**config.mk**
```make
export PLATFORM = sky130hd
export DESIGN_NAME = alu_arbiter
export DESIGN_NICKNAME = d
export VERILOG_FILES = /design/src/rtl/alu_arbiter.sv
export SDC_FILE = /design/constraint.sdc
export NUM_CORES = 1
export LEC_CHECK = 0
export BUFFER_PORTS_ARGS = -buffer_cell sky130_fd_sc_hd__buf_2
export CORE_MARGIN = 1.5
export CORE_UTILIZATION = 42
export DETAILED_ROUTE_END_ITERATION = 6
export PLACE_DENSITY = 0.74
export SKIP_CTS_REPAIR_TIMING = 1
export SYNTH_ARGS = -nofsm -noshare
export SYNTH_HDL_FRONTEND = slang
export SYNTH_SLANG_ARGS = --single-unit
```
**constraint.sdc**
```tcl
create_clock -name clk -period 1.4 [get_ports clk]
set_input_delay 0.28 -clock clk [delete_from_list [all_inputs] [get_ports clk]]
set_output_delay 0.28 -clock clk [all_outputs]
set_load 0.01 [all_outputs]
```
**src/rtl/alu_arbiter.sv**
```systemverilog
// alu_arbiter
//   Shares one external combinational ALU between two requesters. A round-robin
//   arbiter picks a requester in IDLE. The winner's operands are latched into
//   the ALU operand registers. After one settling cycle (EXEC), the ALU result
//   and flags are captured. They are held as a response for the winner (RESP)
//   until that requester takes them.
//
//   Optional feature, macro ALU_ARB_OPCHK_EN:
//     When defined, an accepted opcode outside 0..3 bypasses the ALU. The
//     response is an error response (Rsp_Err=1) delivered one cycle after
//     accept. When undefined, Rsp_Err is tied low.
//
// Ports
//   clk, rst             clock, synchronous active-high reset
//   Req_Valid/Req_Ready  per-requester command handshake (bit i = requester i)
//   Req0_A/B/Op          requester 0 command
//   Req1_A/B/Op          requester 1 command
//   Rsp_Valid/Rsp_Ready  per-requester response handshake (one-hot or zero)
//   Rsp_Result/Zero/Carry/Err  captured response payload
//   Alu_A/Alu_B/Alu_OpCode     registered ALU inputs
//   Alu_Result/Zero/Carry      ALU outputs (combinational from Alu_* inputs)
//   Busy                 high whenever the FSM is not in IDLE
module alu_arbiter #(
  parameter int A_W  = 4,
  parameter int R_W  = 8,
  parameter int OP_W = 3
) (
  input  logic            clk,
  input  logic            rst,
  input  logic [1:0]      Req_Valid,
  output logic [1:0]      Req_Ready,
  input  logic [A_W-1:0]  Req0_A,
  input  logic [A_W-1:0]  Req0_B,
  input  logic [OP_W-1:0] Req0_Op,
  input  logic [A_W-1:0]  Req1_A,
  input  logic [A_W-1:0]  Req1_B,
  input  logic [OP_W-1:0] Req1_Op,
  output logic [1:0]      Rsp_Valid,
  input  logic [1:0]      Rsp_Ready,
  output logic [R_W-1:0]  Rsp_Result,
  output logic            Rsp_Zero,
  output logic            Rsp_Carry,
  output logic            Rsp_Err,
  output logic [A_W-1:0]  Alu_A,
  output logic [A_W-1:0]  Alu_B,
  output logic [OP_W-1:0] Alu_OpCode,
  input  logic [R_W-1:0]  Alu_Result,
  input  logic            Alu_Zero,
  input  logic            Alu_Carry,
  output logic            Busy
);

  typedef enum logic [1:0] {
    IDLE = 2'd0,
    EXEC = 2'd1,
    RESP = 2'd2
  } state_t;

  state_t          state_q;
  logic            last_q;    // requester granted most recently
  logic            owner_q;   // requester the in-flight command belongs to
  logic [A_W-1:0]  alu_a_q;
  logic [A_W-1:0]  alu_b_q;
  logic [OP_W-1:0] alu_op_q;
  logic [R_W-1:0]  rsp_result_q;
  logic            rsp_zero_q;
  logic            rsp_carry_q;

  // Arbitration: a lone requester always wins; on a tie the one that did not
  // win last time gets the grant.
  logic            win;
  logic [A_W-1:0]  win_a;
  logic [A_W-1:0]  win_b;
  logic [OP_W-1:0] win_op;
  logic            accept;

  always_comb begin
    win = 1'b0;
    if (Req_Valid[0] && Req_Valid[1]) begin
      win = ~last_q;
    end else if (Req_Valid[1]) begin
      win = 1'b1;
    end
    win_a  = win ? Req1_A  : Req0_A;
    win_b  = win ? Req1_B  : Req0_B;
    win_op = win ? Req1_Op : Req0_Op;
  end

  // Ready is offered only to a winner that is actually requesting, and never
  // while reset is asserted.
  assign Req_Ready = (state_q == IDLE && !rst) ? ((2'b01 << win) & Req_Valid) : 2'b00;
  assign accept    = |Req_Ready;

`ifdef ALU_ARB_OPCHK_EN
  logic rsp_err_q;
  logic win_op_legal;

  assign win_op_legal = (win_op <= OP_W'(3));
  assign Rsp_Err      = rsp_err_q;
`else
  assign Rsp_Err = 1'b0;
`endif

  always_ff @(posedge clk) begin
    if (rst) begin
      state_q      <= IDLE;
      last_q       <= 1'b1;
      owner_q      <= 1'b0;
      alu_a_q      <= '0;
      alu_b_q      <= '0;
      alu_op_q     <= '0;
      rsp_result_q <= '0;
      rsp_zero_q   <= 1'b0;
      rsp_carry_q  <= 1'b0;
`ifdef ALU_ARB_OPCHK_EN
      rsp_err_q    <= 1'b0;
`endif
    end else begin
      case (state_q)
        IDLE: begin
          if (accept) begin
            owner_q <= win;
            last_q  <= win;
`ifdef ALU_ARB_OPCHK_EN
            if (!win_op_legal) begin
              // Illegal opcode: the ALU registers keep their old values and an
              // error response goes straight out.
              rsp_result_q <= '0;
              rsp_zero_q   <= 1'b0;
              rsp_carry_q  <= 1'b0;
              rsp_err_q    <= 1'b1;
              state_q      <= RESP;
            end else begin
              alu_a_q  <= win_a;
              alu_b_q  <= win_b;
              alu_op_q <= win_op;
              state_q  <= EXEC;
            end
`else
            alu_a_q  <= win_a;
            alu_b_q  <= win_b;
            alu_op_q <= win_op;
            state_q  <= EXEC;
`endif
          end
        end
        EXEC: begin
          // ALU has had a full cycle to settle from the operand registers.
          rsp_result_q <= Alu_Result;
          rsp_zero_q   <= Alu_Zero;
          rsp_carry_q  <= Alu_Carry;
`ifdef ALU_ARB_OPCHK_EN
          rsp_err_q    <= 1'b0;
`endif
          state_q      <= RESP;
        end
        RESP: begin
          // Only the owner's Rsp_Ready can retire the response.
          if (Rsp_Ready[owner_q]) begin
            state_q <= IDLE;
          end
        end
        default: state_q <= IDLE;
      endcase
    end
  end

  assign Rsp_Valid  = (state_q == RESP) ? (owner_q ? 2'b10 : 2'b01) : 2'b00;
  assign Rsp_Result = rsp_result_q;
  assign Rsp_Zero   = rsp_zero_q;
  assign Rsp_Carry  = rsp_carry_q;
  assign Alu_A      = alu_a_q;
  assign Alu_B      = alu_b_q;
  assign Alu_OpCode = alu_op_q;
  assign Busy       = (state_q != IDLE);

endmodule

```
==> impl.org <==
** STA
- Minimum period implied by the final worst setup slack :: 1.55 ns
- Crit share post-route :: 111%
- The number of pins exceeding their max-slew limit in the final report came to 0.
- Setup repair after global routing could not meet its margin everywhere.
- Across all hold checks on the routed design, the worst slack comes to 0.169 ns.
- Max Clk Rate :: 646 MHz
- Final setup violation count :: 5
- Final WS setup :: -0.147 ns
- Final number of hold-violating endpoints :: 0
- Between clock sinks in the finished design, the worst skew comes to 0.0139 ns.

** Die
- In this run the count of I/O pins placed on the die edge is 65.
- The total area inside the core boundary comes to 2450 sq um.
- FP Rows :: 18
- Die outline height :: 53.5 um
- Initial core utilization :: 43.6%
- The die covers 2860 sq um.
- The floorplan step set the die width to 53.5 um.

** Yosys
- Among all flip-flop cells after synthesis, the most frequent one is sky130_fd_sc_hd__dfxtp_1.
- Yosys Warn Count :: 0
- Simple-Gate Fraction of Synth Area :: 32.2%
- Synth Area in XOR/XNOR :: 0%
- The synthesized netlist contains 25 unique library cells.
- Yosys mapped a number of flops with a built-in enable equal to 0.
- Cell type with the largest total area after synthesis :: sky130_fd_sc_hd__dfxtp_1
- Cell Area, Synth :: 1070 sq um
- Register bit total from synthesis :: 25
- Ranked by total cell area, the synthesized netlist is headed by sky130_fd_sc_hd__dfxtp_1, sky130_fd_sc_hd__nor3_1, sky130_fd_sc_hd__a21oi_1.
- In the post-synthesis netlist, the cell with the most instances is sky130_fd_sc_hd__dfxtp_1.
- Complex-gate fraction of the synthesized area :: 13.0%
- Of the post-synthesis cell area, the part taken by muxes is 0.935%.
- Share of synthesized flip-flops with an asynchronous set or reset :: 0%
- The commonest cells after synthesis are sky130_fd_sc_hd__dfxtp_1, sky130_fd_sc_hd__nor3_1, sky130_fd_sc_hd__a21oi_1.
- Of the synthesized area, sequential elements account for 46.7%.
- The number of nets handed over by synthesis was 169.
- Post-synthesis area per instance :: 8.18 sq um
- Synthesis handed over a netlist of 131 instances.
- Share of the synthesized area in the top cell type :: 46.7%
- Dominant combinational cell family by area after synthesis :: simple AND/OR/NAND/NOR gates
- Of the total synthesized cell area, the portion taken by full adders, half adders and majority gates is 0%.

** Worst setup path
- The worst setup path is captured at an output port.
- The worst register-to-register path begins at state_q[0]$_SDFFE_PP0P_.
- The setup path with the least slack is of type reg2out.
- Launching instance or port of the critical path :: state_q[0]$_SDFFE_PP0P_
- Critical Path Source Type :: flop
- STA puts the critical path data required time at 1.12 ns.
- Critical Path AT :: 1.27 ns
- Of all nets on the critical path, the largest fanout is 6.

** Placed design
- Detailed Place HPWL :: 2.06 mm
- Port buffering added 63 buffers.
- At the end of routability-driven placement, the weighted congestion stood at 0.768.
- In this run the cell area measured after placement is 1420 sq um.

** Global routing
- Vias in the first global route :: 1059
- All-layer global routing usage :: 21.0%
- Global-route wire length before repair :: 4.42 mm
- Maximum number of pins on one net before global-route repair :: 26
- Initial antenna violation count :: 0
- Global-route congestion overflow total :: 0

** Run status
- Violated checks :: negative setup slack
- The flow ran to the end, but the final reports show violations.

** Clock network
- At the later pin of the worst-skew pair, clock insertion delay measures 0.33 ns.
- CTS built an H-tree with a depth of 1.
- Clock-pin slew was measured on the worst setup and hold paths at 0.15 ns.
- Clock root buffer :: sky130_fd_sc_hd__clkbuf_4
- TritonCTS built the clock tree.
- # clock sinks :: 25
- Number of CTS-inserted buffers :: 3
- The clock passes through at most 2 buffers.

** Route
- For this block, the via count after detailed routing is 1159.
- After the first detailed-routing iteration, the DRC count stood at 17.
- In the final routed layout, each cell accounts on average for 12.9 um.
- For this run, design rule violations remaining after detail routing come to 0.
- Using the TritonRoute via totals, the vias-per-cell ratio works out to 5.15.
- The routed design has 2.90 mm of wire.
- Once detail routing completed, the nets flagged for antenna violations numbered 0.
- Before antenna repair, the detailed router went through 4 iterations.

** Power and ir drop
- Pwr Density :: 1080 nW/um^2
- For this design the static power due to leakage is 0.694 nW.
- IR analysis of the VDD net gives a maximum drop of 591 uV.

** Finish
- Number of nets at the end of the flow :: 234
- Area Overhead vs Synth :: 38.0%
- Layout filler cell count :: 238
- Fraction of final layout cells with drive strength greater than 1 :: 44.6%
- Antenna cells :: 0
- Multi-input logic area :: 517 sq um
- Summing all flip-flop and latch instances after layout gives 507 sq um.
- After routing the design area is 1480 sq um.

** Worst hold path
- Worst hold path type :: in2reg
- In this run the most critical hold path is launched from Alu_Result[1].

** Job
- Across the run, the number of max-cap violations was 0.
[metrics by stage]
stage	total power, mW	TNS [ns]	cells	setup WS (ns)	utilization (%)
final	1.60	-0.373	225	-0.147	60.2
after global routing	1.68	-0.713	225	-0.210	60.2
after CTS	1.59	-0.748	223	-0.239	58.9
after detailed placement	1.26	0	219	0.0936	57.7
after global placement	1.24	0	219	0.141	57.7
after floorplan	1.09	0	131	0.0515	-
[power breakdown]
group | internal, mW | switching, mW
logic | 0.202 | 0.232
registers | 0.783 | 0.0445
clock network | 0.109 | 0.228
total | 1.09 | 0.504
[cells in the final DEF (no fill, tap or decap), types with 2 or more instances in the layout]
cell | synthesis | layout
sky130_fd_sc_hd__a21oi_1 | 22 | 22
sky130_fd_sc_hd__buf_2 | 1 | 63
sky130_fd_sc_hd__buf_4 | 2 | 9
sky130_fd_sc_hd__clkbuf_4 | 0 | 3
sky130_fd_sc_hd__dfxtp_1 | 25 | 22
sky130_fd_sc_hd__dfxtp_2 | 0 | 2
sky130_fd_sc_hd__nand2_1 | 20 | 20
sky130_fd_sc_hd__nor2b_1 | 2 | 2
sky130_fd_sc_hd__nor3_1 | 23 | 23
sky130_fd_sc_hd__nor4_1 | 11 | 11
[layout make-up]
class	instances	share of cell area [%]
clock buffer	3	1.52
clock inverter	1	0.508
inverter	1	0.254
multi-input combinational	93	35.0
sequential	25	34.3
tap	30	2.54
timing repair buffer	72	25.9
[critical path, cell delays in order, from the launching register on]
cell and delay [ns]:
sky130_fd_sc_hd__dfxtp_2 0.37, sky130_fd_sc_hd__nor2_4 0.11, sky130_fd_sc_hd__inv_2 0.07, sky130_fd_sc_hd__nor4b_2 0.24
sky130_fd_sc_hd__buf_2 0.16
[worst paths after layout]
path / endpoint / cells after the start / slack, ns
worst min register to register: Rsp_Result[3]$_SDFFE_PP0N_ / 2 / 0.47
worst max register to register: last_q$_SDFFE_PP1P_ / 2 / 0.14
worst max-delay path: Req_Ready[0] / 4 / -0.15
worst min-delay path: Rsp_Result[1]$_SDFFE_PP0N_ / 3 / 0.17
[sequential cells by signal, indices dropped and copies added (netlist names)]
name / flops
Rsp_Result: 8
Alu_A: 4
Alu_B: 4
Rsp_Zero: 1
Rsp_Carry: 1
state_q: 2
Alu_OpCode: 3
last_q: 1
owner_q: 1
[logic make-up after synthesis]
group / Yosys count
and+or+nand+nor: 66
buffers and inverters: 13
DFF: 25
muxes: 1
other: 1
AOI/OAI and AO/OA: 25
[per-layer routing]
metal / global-route usage, % / vias to the layer above / share of wire (%) / wire length [um]
met2: 37.7 / 47 / 49 / 1420
met4: 7.69 / 0 / 1.0 / 29
met1: 24.7 / 519 / 43 / 1260
li1: - / 589 / - / -
met5: 0 / - / 0 / 0
met3: 3.67 / 4 / 6.5 / 189
Note: power is estimated with default switching activity, not from simulation.
